===== config.mk =====
export PLATFORM = sky130hd
export DESIGN_NAME = tile_layer_renderer_flat
export DESIGN_NICKNAME = d
export VERILOG_FILES = /design/src/rtl/tile_layer_renderer_pkg.sv /design/src/rtl/tile_layer_renderer_if.sv /design/src/rtl/tile_layer_renderer_sprite_hit_select.sv /design/src/rtl/tile_layer_renderer.sv /design/src/flat_wrapper.sv
export SDC_FILE = /design/constraint.sdc
export NUM_CORES = 1
export LEC_CHECK = 0
export CAP_MARGIN = 25
export CORE_MARGIN = 2
export CORE_UTILIZATION = 55
export CTS_BUF_LIST = sky130_fd_sc_hd__clkbuf_4 sky130_fd_sc_hd__clkbuf_8
export DETAILED_ROUTE_END_ITERATION = 12
export HOLD_SLACK_MARGIN = 0.03
export PLACE_DENSITY = 0.85
export SKIP_LAST_GASP = 1
export SYNTH_ARGS = -nofsm -noshare
export SYNTH_HDL_FRONTEND = slang
export SYNTH_HIERARCHICAL = 1
export SYNTH_SLANG_ARGS = --single-unit

===== constraint.sdc =====
create_clock -name clk -period 21.7 [get_ports clk]
set_clock_uncertainty 0.1 [all_clocks]
set_input_delay 4.34 -clock clk [delete_from_list [all_inputs] [get_ports clk]]
set_output_delay 4.34 -clock clk [all_outputs]
set_load 0.005 [all_outputs]

===== src/rtl/tile_layer_renderer_pkg.sv =====
// Shared types and address helpers for the tile layer renderer.
package render_pkg;

  // Render FSM states, in the order a pixel normally visits them.
  typedef enum logic [3:0] {
    S_IDLE,
    S_MAP_REQ,
    S_MAP_WAIT,
    S_SPR_SEL,
    S_TEX_REQ,
    S_TEX_WAIT,
    S_KEY_REQ,
    S_KEY_WAIT,
    S_WRITE
  } state_t;

  // Magenta is the transparent sprite texel unless overridden.
  localparam logic [15:0] DEFAULT_KEY_COLOUR = 16'hF81F;

  // Texel address: id*TILE*TILE + py*TILE + px, with TILE = 1 << tile_bits.
  function automatic logic [31:0] tex_addr_calc(input logic [31:0] id,
                                                input logic [31:0] py,
                                                input logic [31:0] px,
                                                input int          tile_bits);
    return (id << (2 * tile_bits)) + (py << tile_bits) + px;
  endfunction

  // Frame-buffer address: (gy*TILE+py)*fb_w + gx*TILE + px.
  function automatic logic [31:0] dst_addr_calc(input logic [31:0] gx,
                                                input logic [31:0] gy,
                                                input logic [31:0] px,
                                                input logic [31:0] py,
                                                input int          tile_bits,
                                                input int          fb_w);
    return ((gy << tile_bits) + py) * 32'(fb_w) + (gx << tile_bits) + px;
  endfunction

endpackage


===== src/rtl/tile_layer_renderer_if.sv =====
// Memory-side bus of the renderer: map read, texture read, frame-buffer write.
interface tile_layer_renderer_if #(
  parameter int AW    = 19,
  parameter int PIX_W = 16
);
  logic [AW-1:0]    map_addr;
  logic [15:0]      map_data;
  logic [AW-1:0]    tex_addr;
  logic [PIX_W-1:0] tex_data;
  logic [AW-1:0]    dst_addr;
  logic [PIX_W-1:0] dst_data;
  logic             dst_wr;
  logic             dst_ready;

  modport master (
    output map_addr, input map_data,
    output tex_addr, input tex_data,
    output dst_addr, output dst_data, output dst_wr, input dst_ready
  );

  modport slave (
    input map_addr, output map_data,
    input tex_addr, output tex_data,
    input dst_addr, input dst_data, input dst_wr, output dst_ready
  );
endinterface


===== src/rtl/tile_layer_renderer_sprite_hit_select.sv =====
// Priority match of the current map cell against the sprite snapshot;
// the lowest-index enabled sprite sitting on the cell wins.
module sprite_hit_select #(
  parameter int NUM_SPRITES = 4,
  parameter int GRID_BITS   = 4,
  parameter int MAP_W       = 16,
  parameter int MAP_H       = 12
) (
  input  logic [NUM_SPRITES-1:0]           spr_en_i,
  input  logic [NUM_SPRITES*GRID_BITS-1:0] spr_x_i,
  input  logic [NUM_SPRITES*GRID_BITS-1:0] spr_y_i,
  input  logic [NUM_SPRITES*16-1:0]        spr_tile_i,
  input  logic [GRID_BITS-1:0]             gx_i,
  input  logic [GRID_BITS-1:0]             gy_i,
  output logic                             hit_o,
  output logic [15:0]                      tile_o
);

  logic [NUM_SPRITES-1:0] match;

  generate
    for (genvar gi = 0; gi < NUM_SPRITES; gi++) begin : g_match
      logic [GRID_BITS-1:0] sx;
      logic [GRID_BITS-1:0] sy;
      assign sx = spr_x_i[gi*GRID_BITS +: GRID_BITS];
      assign sy = spr_y_i[gi*GRID_BITS +: GRID_BITS];
      // Off-map sprite coordinates are rejected explicitly.
      assign match[gi] = spr_en_i[gi] && (32'(sx) < MAP_W) && (32'(sy) < MAP_H) &&
                         (sx == gx_i) && (sy == gy_i);
    end
  endgenerate

  // Scan from the top index down so the lowest matching index is kept.
  always_comb begin
    hit_o  = 1'b0;
    tile_o = '0;
    for (int k = NUM_SPRITES - 1; k >= 0; k--) begin
      if (match[k]) begin
        hit_o  = 1'b1;
        tile_o = spr_tile_i[k*16 +: 16];
      end
    end
  end

endmodule


===== src/rtl/tile_layer_renderer.sv =====
// Frame-at-a-time tile renderer: walks the map, substitutes sprite tiles
// with colour-key fallback to the map texel, and streams every pixel to
// the frame buffer through a ready/valid write port.
module tile_layer_renderer
  import render_pkg::*;
#(
  parameter int               MAP_W       = 16,
  parameter int               MAP_H       = 12,
  parameter int               GRID_BITS   = 4,
  parameter int               TILE        = 32,
  parameter int               TILE_BITS   = 5,
  parameter int               FB_W        = 640,
  parameter int               NUM_SPRITES = 4,
  parameter int               PIX_W       = 16,
  parameter logic [PIX_W-1:0] KEY_COLOUR  = PIX_W'(DEFAULT_KEY_COLOUR),
  parameter int               AW          = 19
) (
  input  logic                             clk,
  input  logic                             rst,
  input  logic                             start,
  output logic                             busy,
  output logic                             done,
  input  logic [NUM_SPRITES-1:0]           spr_en,
  input  logic [NUM_SPRITES*GRID_BITS-1:0] spr_x,
  input  logic [NUM_SPRITES*GRID_BITS-1:0] spr_y,
  input  logic [NUM_SPRITES*16-1:0]        spr_tile,
  tile_layer_renderer_if.master            bus
);

  state_t                           state_q;
  logic [GRID_BITS-1:0]             gx_q, gy_q, gx_d, gy_d;
  logic [TILE_BITS-1:0]             px_q, py_q, px_d, py_d;
  logic [15:0]                      map_id_q, cell_id_q, cell_id_d;
  logic                             sprite_cell_q;
  logic [NUM_SPRITES-1:0]           spr_en_q;
  logic [NUM_SPRITES*GRID_BITS-1:0] spr_x_q, spr_y_q;
  logic [NUM_SPRITES*16-1:0]        spr_tile_q;
  logic                             busy_q, done_q, dst_wr_q;
  logic [AW-1:0]                    map_addr_q, tex_addr_q, dst_addr_q;
  logic [PIX_W-1:0]                 dst_data_q;

  logic                             hit;
  logic [15:0]                      hit_tile;
  logic                             pixel_last, cell_last, last_px, last_gx;
  logic [AW-1:0]                    sel_tex_addr, next_tex_addr, key_tex_addr;
  logic [AW-1:0]                    cur_dst_addr, next_map_addr;

  sprite_hit_select #(
    .NUM_SPRITES (NUM_SPRITES),
    .GRID_BITS   (GRID_BITS),
    .MAP_W       (MAP_W),
    .MAP_H       (MAP_H)
  ) u_hit (
    .spr_en_i   (spr_en_q),
    .spr_x_i    (spr_x_q),
    .spr_y_i    (spr_y_q),
    .spr_tile_i (spr_tile_q),
    .gx_i       (gx_q),
    .gy_i       (gy_q),
    .hit_o      (hit),
    .tile_o     (hit_tile)
  );

  // Scan-order successors and the addresses the FSM loads on each transition.
  always_comb begin
    last_px    = (px_q == TILE_BITS'(TILE - 1));
    last_gx    = (gx_q == GRID_BITS'(MAP_W - 1));
    pixel_last = last_px && (py_q == TILE_BITS'(TILE - 1));
    cell_last  = last_gx && (gy_q == GRID_BITS'(MAP_H - 1));
    // TILE is a power of two, so px/py wrap to zero on their own.
    px_d       = px_q + 1'b1;
    py_d       = last_px ? py_q + 1'b1 : py_q;
    gx_d       = last_gx ? '0 : gx_q + 1'b1;
    gy_d       = last_gx ? gy_q + 1'b1 : gy_q;
    cell_id_d  = hit ? hit_tile : map_id_q;

    sel_tex_addr  = AW'(tex_addr_calc(32'(cell_id_d), 32'(py_q), 32'(px_q), TILE_BITS));
    next_tex_addr = AW'(tex_addr_calc(32'(cell_id_q), 32'(py_d), 32'(px_d), TILE_BITS));
    key_tex_addr  = AW'(tex_addr_calc(32'(map_id_q), 32'(py_q), 32'(px_q), TILE_BITS));
    cur_dst_addr  = AW'(dst_addr_calc(32'(gx_q), 32'(gy_q), 32'(px_q), 32'(py_q),
                                      TILE_BITS, FB_W));
    next_map_addr = AW'(32'(gy_d) * 32'(MAP_W) + 32'(gx_d));
  end

  // Render FSM with all bus outputs registered.
  always_ff @(posedge clk or posedge rst) begin
    if (rst) begin
      state_q       <= S_IDLE;
      gx_q          <= '0;
      gy_q          <= '0;
      px_q          <= '0;
      py_q          <= '0;
      map_id_q      <= '0;
      cell_id_q     <= '0;
      sprite_cell_q <= 1'b0;
      spr_en_q      <= '0;
      spr_x_q       <= '0;
      spr_y_q       <= '0;
      spr_tile_q    <= '0;
      busy_q        <= 1'b0;
      done_q        <= 1'b0;
      dst_wr_q      <= 1'b0;
      map_addr_q    <= '0;
      tex_addr_q    <= '0;
      dst_addr_q    <= '0;
      dst_data_q    <= '0;
    end else begin
      done_q <= 1'b0;
      case (state_q)
        S_IDLE: begin
          if (start) begin
            // Sprite state is frozen for the whole frame.
            spr_en_q   <= spr_en;
            spr_x_q    <= spr_x;
            spr_y_q    <= spr_y;
            spr_tile_q <= spr_tile;
            gx_q       <= '0;
            gy_q       <= '0;
            px_q       <= '0;
            py_q       <= '0;
            map_addr_q <= '0;
            busy_q     <= 1'b1;
            state_q    <= S_MAP_REQ;
          end
        end
        S_MAP_REQ: state_q <= S_MAP_WAIT;
        S_MAP_WAIT: begin
          map_id_q <= bus.map_data;
          state_q  <= S_SPR_SEL;
        end
        S_SPR_SEL: begin
          cell_id_q     <= cell_id_d;
          sprite_cell_q <= hit;
          tex_addr_q    <= sel_tex_addr;
          state_q       <= S_TEX_REQ;
        end
        S_TEX_REQ: state_q <= S_TEX_WAIT;
        S_TEX_WAIT: begin
          if (sprite_cell_q && (bus.tex_data == KEY_COLOUR)) begin
            // Transparent sprite texel: fetch the map tile underneath.
            tex_addr_q <= key_tex_addr;
            state_q    <= S_KEY_REQ;
          end else begin
            dst_data_q <= bus.tex_data;
            dst_addr_q <= cur_dst_addr;
            dst_wr_q   <= 1'b1;
            state_q    <= S_WRITE;
          end
        end
        S_KEY_REQ: state_q <= S_KEY_WAIT;
        S_KEY_WAIT: begin
          dst_data_q <= bus.tex_data;
          dst_addr_q <= cur_dst_addr;
          dst_wr_q   <= 1'b1;
          state_q    <= S_WRITE;
        end
        S_WRITE: begin
          // Address and data hold until the frame buffer takes the pixel.
          if (bus.dst_ready) begin
            dst_wr_q <= 1'b0;
            px_q     <= px_d;
            py_q     <= py_d;
            if (!pixel_last) begin
              tex_addr_q <= next_tex_addr;
              state_q    <= S_TEX_REQ;
            end else if (!cell_last) begin
              gx_q       <= gx_d;
              gy_q       <= gy_d;
              map_addr_q <= next_map_addr;
              state_q    <= S_MAP_REQ;
            end else begin
              busy_q  <= 1'b0;
              done_q  <= 1'b1;
              state_q <= S_IDLE;
            end
          end
        end
        default: state_q <= S_IDLE;
      endcase
    end
  end

  assign busy         = busy_q;
  assign done         = done_q;
  assign bus.map_addr = map_addr_q;
  assign bus.tex_addr = tex_addr_q;
  assign bus.dst_addr = dst_addr_q;
  assign bus.dst_data = dst_data_q;
  assign bus.dst_wr   = dst_wr_q;

endmodule


===== src/flat_wrapper.sv =====
// flat-port wrapper written by rule: the top's interface ports become plain ports
module tile_layer_renderer_flat import render_pkg::*;
#(
  parameter int               MAP_W       = 16,
  parameter int               MAP_H       = 12,
  parameter int               GRID_BITS   = 4,
  parameter int               TILE        = 32,
  parameter int               TILE_BITS   = 5,
  parameter int               FB_W        = 640,
  parameter int               NUM_SPRITES = 4,
  parameter int               PIX_W       = 16,
  parameter logic [PIX_W-1:0] KEY_COLOUR  = PIX_W'(DEFAULT_KEY_COLOUR),
  parameter int               AW          = 19
)
  (clk, rst, start, busy, done, spr_en, spr_x, spr_y, spr_tile, bus_map_addr, bus_map_data, bus_tex_addr, bus_tex_data, bus_dst_addr, bus_dst_data, bus_dst_wr, bus_dst_ready);
  tile_layer_renderer_if #(.AW(AW), .PIX_W(PIX_W)) bus_i ();
  input  logic clk;
  input  logic rst;
  input  logic start;
  output logic busy;
  output logic done;
  input  logic [NUM_SPRITES-1:0] spr_en;
  input  logic [NUM_SPRITES*GRID_BITS-1:0] spr_x;
  input  logic [NUM_SPRITES*GRID_BITS-1:0] spr_y;
  input  logic [NUM_SPRITES*16-1:0] spr_tile;
  output wire logic [$bits(bus_i.map_addr)-1:0] bus_map_addr;
  input wire logic [$bits(bus_i.map_data)-1:0] bus_map_data;
  output wire logic [$bits(bus_i.tex_addr)-1:0] bus_tex_addr;
  input wire logic [$bits(bus_i.tex_data)-1:0] bus_tex_data;
  output wire logic [$bits(bus_i.dst_addr)-1:0] bus_dst_addr;
  output wire logic [$bits(bus_i.dst_data)-1:0] bus_dst_data;
  output wire logic [$bits(bus_i.dst_wr)-1:0] bus_dst_wr;
  input wire logic [$bits(bus_i.dst_ready)-1:0] bus_dst_ready;
  assign bus_map_addr = bus_i.map_addr;
  assign bus_i.map_data = bus_map_data;
  assign bus_tex_addr = bus_i.tex_addr;
  assign bus_i.tex_data = bus_tex_data;
  assign bus_dst_addr = bus_i.dst_addr;
  assign bus_dst_data = bus_i.dst_data;
  assign bus_dst_wr = bus_i.dst_wr;
  assign bus_i.dst_ready = bus_dst_ready;
  tile_layer_renderer #(.MAP_W(MAP_W), .MAP_H(MAP_H), .GRID_BITS(GRID_BITS), .TILE(TILE), .TILE_BITS(TILE_BITS), .FB_W(FB_W), .NUM_SPRITES(NUM_SPRITES), .PIX_W(PIX_W), .KEY_COLOUR(KEY_COLOUR), .AW(AW)) u_core (.clk(clk), .rst(rst), .start(start), .busy(busy), .done(done), .spr_en(spr_en), .spr_x(spr_x), .spr_y(spr_y), .spr_tile(spr_tile), .bus(bus_i));
endmodule

==> results of run 1 <==
[metal layers]
| metal | wire, um | up-vias |
|---|---|---|
| met3 | 1427 | 41 |
| met1 | 8999 | 3430 |
| li1 | - | 3387 |
| met2 | 9772 | 267 |
| met4 | 452 | 0 |
| met5 | 0 | - |
[area by class of cell]
| type | count | area share, % |
|---|---|---|
| flip-flops and latches | 170 | 39.33 |
| multi-input cells | 689 | 37.39 |
| repair buffers | 172 | 16.01 |
| well taps | 211 | 2.441 |
| clock buffers | 18 | 2.291 |
| clock inverters | 14 | 2.140 |
| inverters | 10 | 0.3933 |
[tightest hold or removal path: stages, from the launching register on]
cell,delay (ps)
dfrtp_1,350
nand2_1,40
o21ai_0,60
[cells in the final DEF, fill, tap and decap left out, types with 3 or more instances in the layout]
master	n
a211oi_1	18
a21o_1	3
a21oi_1	31
a31oi_1	11
a32o_1	3
a32oi_1	9
and3_1	11
buf_4	5
bufinv_16	5
clkbuf_8	18
clkdlybuf4s50_1	165
conb_1	11
dfrtp_1	170
ha_1	22
inv_1	9
inv_6	5
inv_8	3
mux2_2	15
mux2_4	16
mux2i_1	11
nand2_1	276
nand2b_1	7
nand3_1	22
nand3b_1	5
nand4_1	8
nor2_1	63
nor3_1	14
nor4_1	4
o21ai_0	29
o21ai_1	3
o31ai_1	4
xnor2_1	20
xor2_1	25
[where the power goes]
| part | switching (W) | internal [W] |
|---|---|---|
| Clock | 0.000124 | 0.000144 |
| Combinational | 0.000222 | 0.000224 |
| Sequential | 0.0000872 | 0.000443 |
[sequential cells by signal, summed over array words and instances, names as in the netlist]
signal                cells
u_core/bus.dst_data      16
u_core/gx_q               3
u_core/done               1
u_core/state_q            4
u_core/bus.tex_addr      19
u_core/gy_q               3
u_core/bus.map_addr       2
u_core/bus.dst_addr      19
u_core/spr_tile_q        36
u_core/px_q               5
u_core/spr_en_q           4
u_core/cell_id_q          9
u_core/spr_x_q           16
u_core/py_q               5
u_core/bus.dst_wr         1
u_core/map_id_q           9
u_core/sprite_cell_q      1
u_core/busy               1
u_core/spr_y_q           16
[worst paths after layout]
kind                                                    start                                  end  slack [ps]  cells past startpoint
min in group asynchronous                                 rst    u_core/spr_tile_q[53]$_DFFE_PP0P_        4290                      2
hold reg to reg            u_core/bus.dst_addr[9]$_DFFE_PP0P_   u_core/bus.dst_addr[9]$_DFFE_PP0P_         380                      2
setup / recovery                             bus_tex_data[14]  u_core/bus.dst_data[15]$_DFFE_PP0P_       15210                      6
setup reg to reg                   u_core/gx_q[2]$_DFFE_PP0P_  u_core/bus.tex_addr[13]$_DFFE_PP0P_       17910                      7
hold / removal             u_core/bus.dst_addr[9]$_DFFE_PP0P_   u_core/bus.dst_addr[9]$_DFFE_PP0P_         380                      2
max in group asynchronous                                 rst  u_core/bus.dst_data[10]$_DFFE_PP0P_       16070                      4
[metrics by stage]
| stage | instances | power [W] |
|---|---|---|
| final | 1284 | 0.001244 |
| after global routing | 1284 | 0.001329 |
| after CTS | 1283 | 0.001248 |
| after detailed placement | 1251 | 0.0009782 |
| after global placement | 1250 | 0.0009562 |
| after floorplan | 940 | 0.0008119 |
==> impl_metrics.py, run 1 <==
metrics = {
    "power": {
        "ir_worst_vdd_mv": 0.06466,
        "powerDensity_nw_per_um2": 115.0,
        "p_leak_nw": 4.982,
    },
    "detailed_routing": {
        "wl_um": 20650,
        "drt.antenna.violating_nets": 0,
        "first_iter_violations": 490,
        "route.detailed.drc": 0,
        "via_per_inst": 5.549,
        "dr.pass1.iters": 7,
        "wire_per_inst_um": 16.08,
        "vias": 7125,
    },
    "placed_design": {
        "preCtsSetupSlack_ps": 14700,
        "place_area_um2": 10310,
        "gp_congestion": 0.8270,
        "dpl.hpwl_um": 14380,
        "portBuffers": 165,
    },
    "setup_path": {
        "critical_path.startpoint_type": "primary input",
        "crit_type": "in -> reg",
        "crit_path_max_incr_delay_ps": 790,
        "path_cells": "clkdlybuf4s50_1 > nand4_1 > nor4b_2 > nand3_2 > o211ai_2 > mux2_2",
        "crit_arrival_ps": 6740,
        "crit_path_end_kind": "register",
        "cp_max_fo": 27,
        "crit_family": "compound AO/OA/AOI/OAI gates",
        "cp_slowest_cell": "o211ai_2",
        "cp.required_ps": 21950,
        "cp_num_buf_inv": 1,
    },
    "outcome": {
        "status": "completed",
    },
    "clocking": {
        "post_cts_resized": 0,
        "cts_buffers": 17,
        "postCtsSetupRepairBufs": 0,
        "clk_pin_slew_ps": 90,
        "cts-htree-levels": 4,
        "cts_tree": "yes",
        "holdBufCountCts": 0,
        "cts_buffer_depth": 2,
        "cts.sinks": 170,
        "root_buffer": "clkbuf_8",
        "worstSkewPairLatency_ps": 470,
    },
    "floorplanning": {
        "rows": 45,
        "io_pins": 212,
        "die_area_um2": 16850,
        "chipHeight_um": 129.8,
        "core_area_um2": 15310,
        "start_util_pct": 56.84,
        "fp.dieW_um": 129.8,
    },
    "timing": {
        "finalSetupViolations": 0,
        "fin_crit_sh_pct": 29.91,
        "maxSlewViolCount": 0,
        "hold-worst-slack_ps": 384.0,
        "worstMarginPinSlew_ps": 966.6,
        "fin_crit_ps": 6489,
        "grt_setup_unrepaired": "false",
        "fmax_mhz": 154.1,
        "final_hold_viol_count": 0,
        "fin_setup_tns_ps": 0,
        "max-slew-margin-rel_pct": 35.37,
        "worst_slack_ps": 15210,
    },
    "final_layout": {
        "area_delta_synth_final_pct": 24.25,
        "utilization_pct": 70.62,
        "multi_input_area_um2": 4044,
        "register_area_um2": 4254,
        "nets": 1220,
        "drive_above_1_share_pct": 7.642,
        "fin_area_um2": 10820,
        "diodes": 0,
        "fillers": 1177,
    },
    "synth": {
        "syn_area_um2": 8705,
        "syn_inst": 930,
        "yosysWarnings": 6,
        "syn_area_per_cell_um2": 9.360,
    },
    "run": {
        "maxCapViolations": 0,
    },
    "global_route": {
        "grt_pass1_vias": 6993,
        "grt_max_degree": 87,
        "grt-busiest-layer": "met2",
        "grt_pass1_wl_um": 33620,
        "gr-total-overflow": 0,
        "use_met1_pct": 34.09,
        "grt_usage_pct": 25.53,
        "use_met2_pct": 41.21,
        "use_met3_pct": 5.863,
        "antenna_found_initial": 0,
    },
    "hold_path": {
        "holdCritPathClass": "reg -> reg",
    },
}
Power figures use the tool's default switching activity.
==> run 2, diff against run 1 <==
- CORE_UTILIZATION: 55 -> 53
- PLACE_DENSITY: 0.85 -> 0.83
- clock period: 21.7 -> 6.3 ns (I/O delays scaled with it)
==> impl_metrics.py, run 2 (synthesis gave the netlist of run 1 again) <==
metrics = {
    "setup_path": {
        "crit_type": "reg -> reg",
        "crit_arrival_ps": 3870,
        "crit_path_max_incr_delay_ps": 900,
        "critical_path.startpoint_type": "register",
        "path_cells": "xor2_1 > a211oi_1 > and3_1 > or4_1 > o21bai_1 > nand2_1 > a31oi_1",
        "cp_slowest_cell": "or4_1",
        "cp_max_fo": 20,
        "r2r_setup_slack_ps": 2700,
        "cp.required_ps": 6570,
        "crit_path_end_kind": "register",
        "ff2ff_path_depth": 7,
    },
    "floorplanning": {
        "start_util_pct": 54.60,
        "fp.dieW_um": 132.2,
        "die_area_um2": 17460,
        "rows": 46,
        "core_area_um2": 15940,
        "io_pins": 212,
        "chipHeight_um": 132.2,
    },
    "global_route": {
        "grt_usage_pct": 24.22,
        "gr-total-overflow": 0,
        "grt_pass1_vias": 6936,
        "grt_max_degree": 93,
        "grt_pass1_wl_um": 34000,
        "antenna_found_initial": 0,
    },
    "placed_design": {
        "dpl.hpwl_um": 14580,
        "portBuffers": 165,
        "gp_congestion": 0.8247,
        "preCtsSetupSlack_ps": 2303,
    },
    "final_layout": {
        "diodes": 0,
        "nets": 1220,
        "regMostFlops": "u_core/spr_tile_q",
        "register_area_um2": 4254,
        "final_common_cell": "nand2_1",
        "layout_common_cells": "nand2_1, dfrtp_1, clkdlybuf4s50_1",
        "area_delta_synth_final_pct": 23.90,
        "multi_input_area_um2": 4044,
        "drive_above_1_share_pct": 7.642,
        "fillers": 1308,
        "largest_register_ffs": 36,
    },
    "power": {
        "powerDensity_nw_per_um2": 392.8,
        "ir_worst_vdd_mv": 0.1877,
        "p_leak_nw": 4.971,
    },
    "detailed_routing": {
        "vias": 6982,
        "wire_per_inst_um": 16.17,
        "dr.pass1.iters": 5,
        "first_iter_violations": 438,
        "wl_um": 20840,
        "via_per_inst": 5.417,
        "drt.antenna.violating_nets": 0,
        "route.detailed.drc": 0,
    },
    "timing": {
        "worst_slack_ps": 2703,
        "fin_crit_sh_pct": 57.09,
        "finalSetupViolations": 0,
        "fin_setup_tns_ps": 0,
        "max-slew-margin-rel_pct": 31.21,
        "fin_crit_ps": 3597,
        "maxSlewViolCount": 0,
        "fmax_mhz": 278.0,
        "worstMarginPinSlew_ps": 1029,
        "grt_setup_unrepaired": "false",
        "final_hold_viol_count": 0,
    },
    "hold_path": {
        "holdCritPathClass": "reg -> reg",
        "hold_depth": 2,
    },
    "clocking": {
        "cts.sinks": 170,
        "cts_buffers": 17,
        "worstSkewPairLatency_ps": 450,
        "cts-htree-levels": 4,
        "clk_pin_slew_ps": 80,
        "holdBufCountCts": 0,
        "post_cts_resized": 0,
        "cts_tree": "yes",
        "postCtsSetupRepairBufs": 0,
        "root_buffer": "clkbuf_8",
        "cts_buffer_depth": 2,
    },
    "outcome": {
        "status": "completed",
    },
    "run": {
        "maxCapViolations": 0,
    },
}
## run 2: metal layers
metal / share of wire [%] / vias to the layer above / GRT usage (%)
met3: 6.0 / 17 / 5.613
met5: 0 / - / 0
met4: 1.2 / 0 / 6.159
met2: 49 / 213 / 40.42
li1: - / 3380 / -
met1: 44 / 3372 / 32.09
## run 2: worst paths after layout
path,from,end
hold reg to reg,u_core/bus.dst_addr[17]$_DFFE_PP0P_,u_core/bus.dst_addr[17]$_DFFE_PP0P_
setup / recovery,u_core/gy_q[2]$_DFFE_PP0P_,u_core/bus.tex_addr[12]$_DFFE_PP0P_
max in group asynchronous,rst,u_core/spr_tile_q[24]$_DFFE_PP0P_
min in group asynchronous,rst,u_core/spr_x_q[12]$_DFFE_PP0P_
hold / removal,u_core/bus.dst_addr[17]$_DFFE_PP0P_,u_core/bus.dst_addr[17]$_DFFE_PP0P_
setup reg to reg,u_core/gy_q[2]$_DFFE_PP0P_,u_core/bus.tex_addr[12]$_DFFE_PP0P_
## run 2: final cells by class
| class | count | share of cell area (%) |
|---|---|---|
| flip-flops and latches | 170 | 39.44 |
| multi-input cells | 689 | 37.49 |
| inverters | 10 | 0.3944 |
| clock inverters | 9 | 1.485 |
| repair buffers | 172 | 15.80 |
| well taps | 216 | 2.506 |
| clock buffers | 23 | 2.877 |
## run 2: where the power goes
part	internal [W]	switching, W	total, W	leakage [nW]
sequential	0.00153	0.000303	0.00183	2.13
clock	0.000492	0.000390	0.000882	0.240
combinational	0.000766	0.000759	0.00153	2.60
total	0.00278	0.00145	0.00424	4.97
## run 2: critical path: cells and delay by family (launching register included)
kind            cells  cell delay, ps
simple gates        3            1450
flops               1             720
xor+xnor            1             200
compound gates      3            1030
## run 2: per-stage QoR
stage	instances	instance area (um2)	hold slack [ps]	total power (W)	utilization, %
floorplan	940	8742	337.4	0.002796	-
global placement	1257	10310	354.8	0.003297	64.70
detailed placement	1257	10310	360.8	0.003371	64.70
CTS	1289	10790	384.2	0.004264	67.65
global route	1289	10790	407.3	0.004524	67.65
finish	1289	10790	380.7	0.004237	67.65
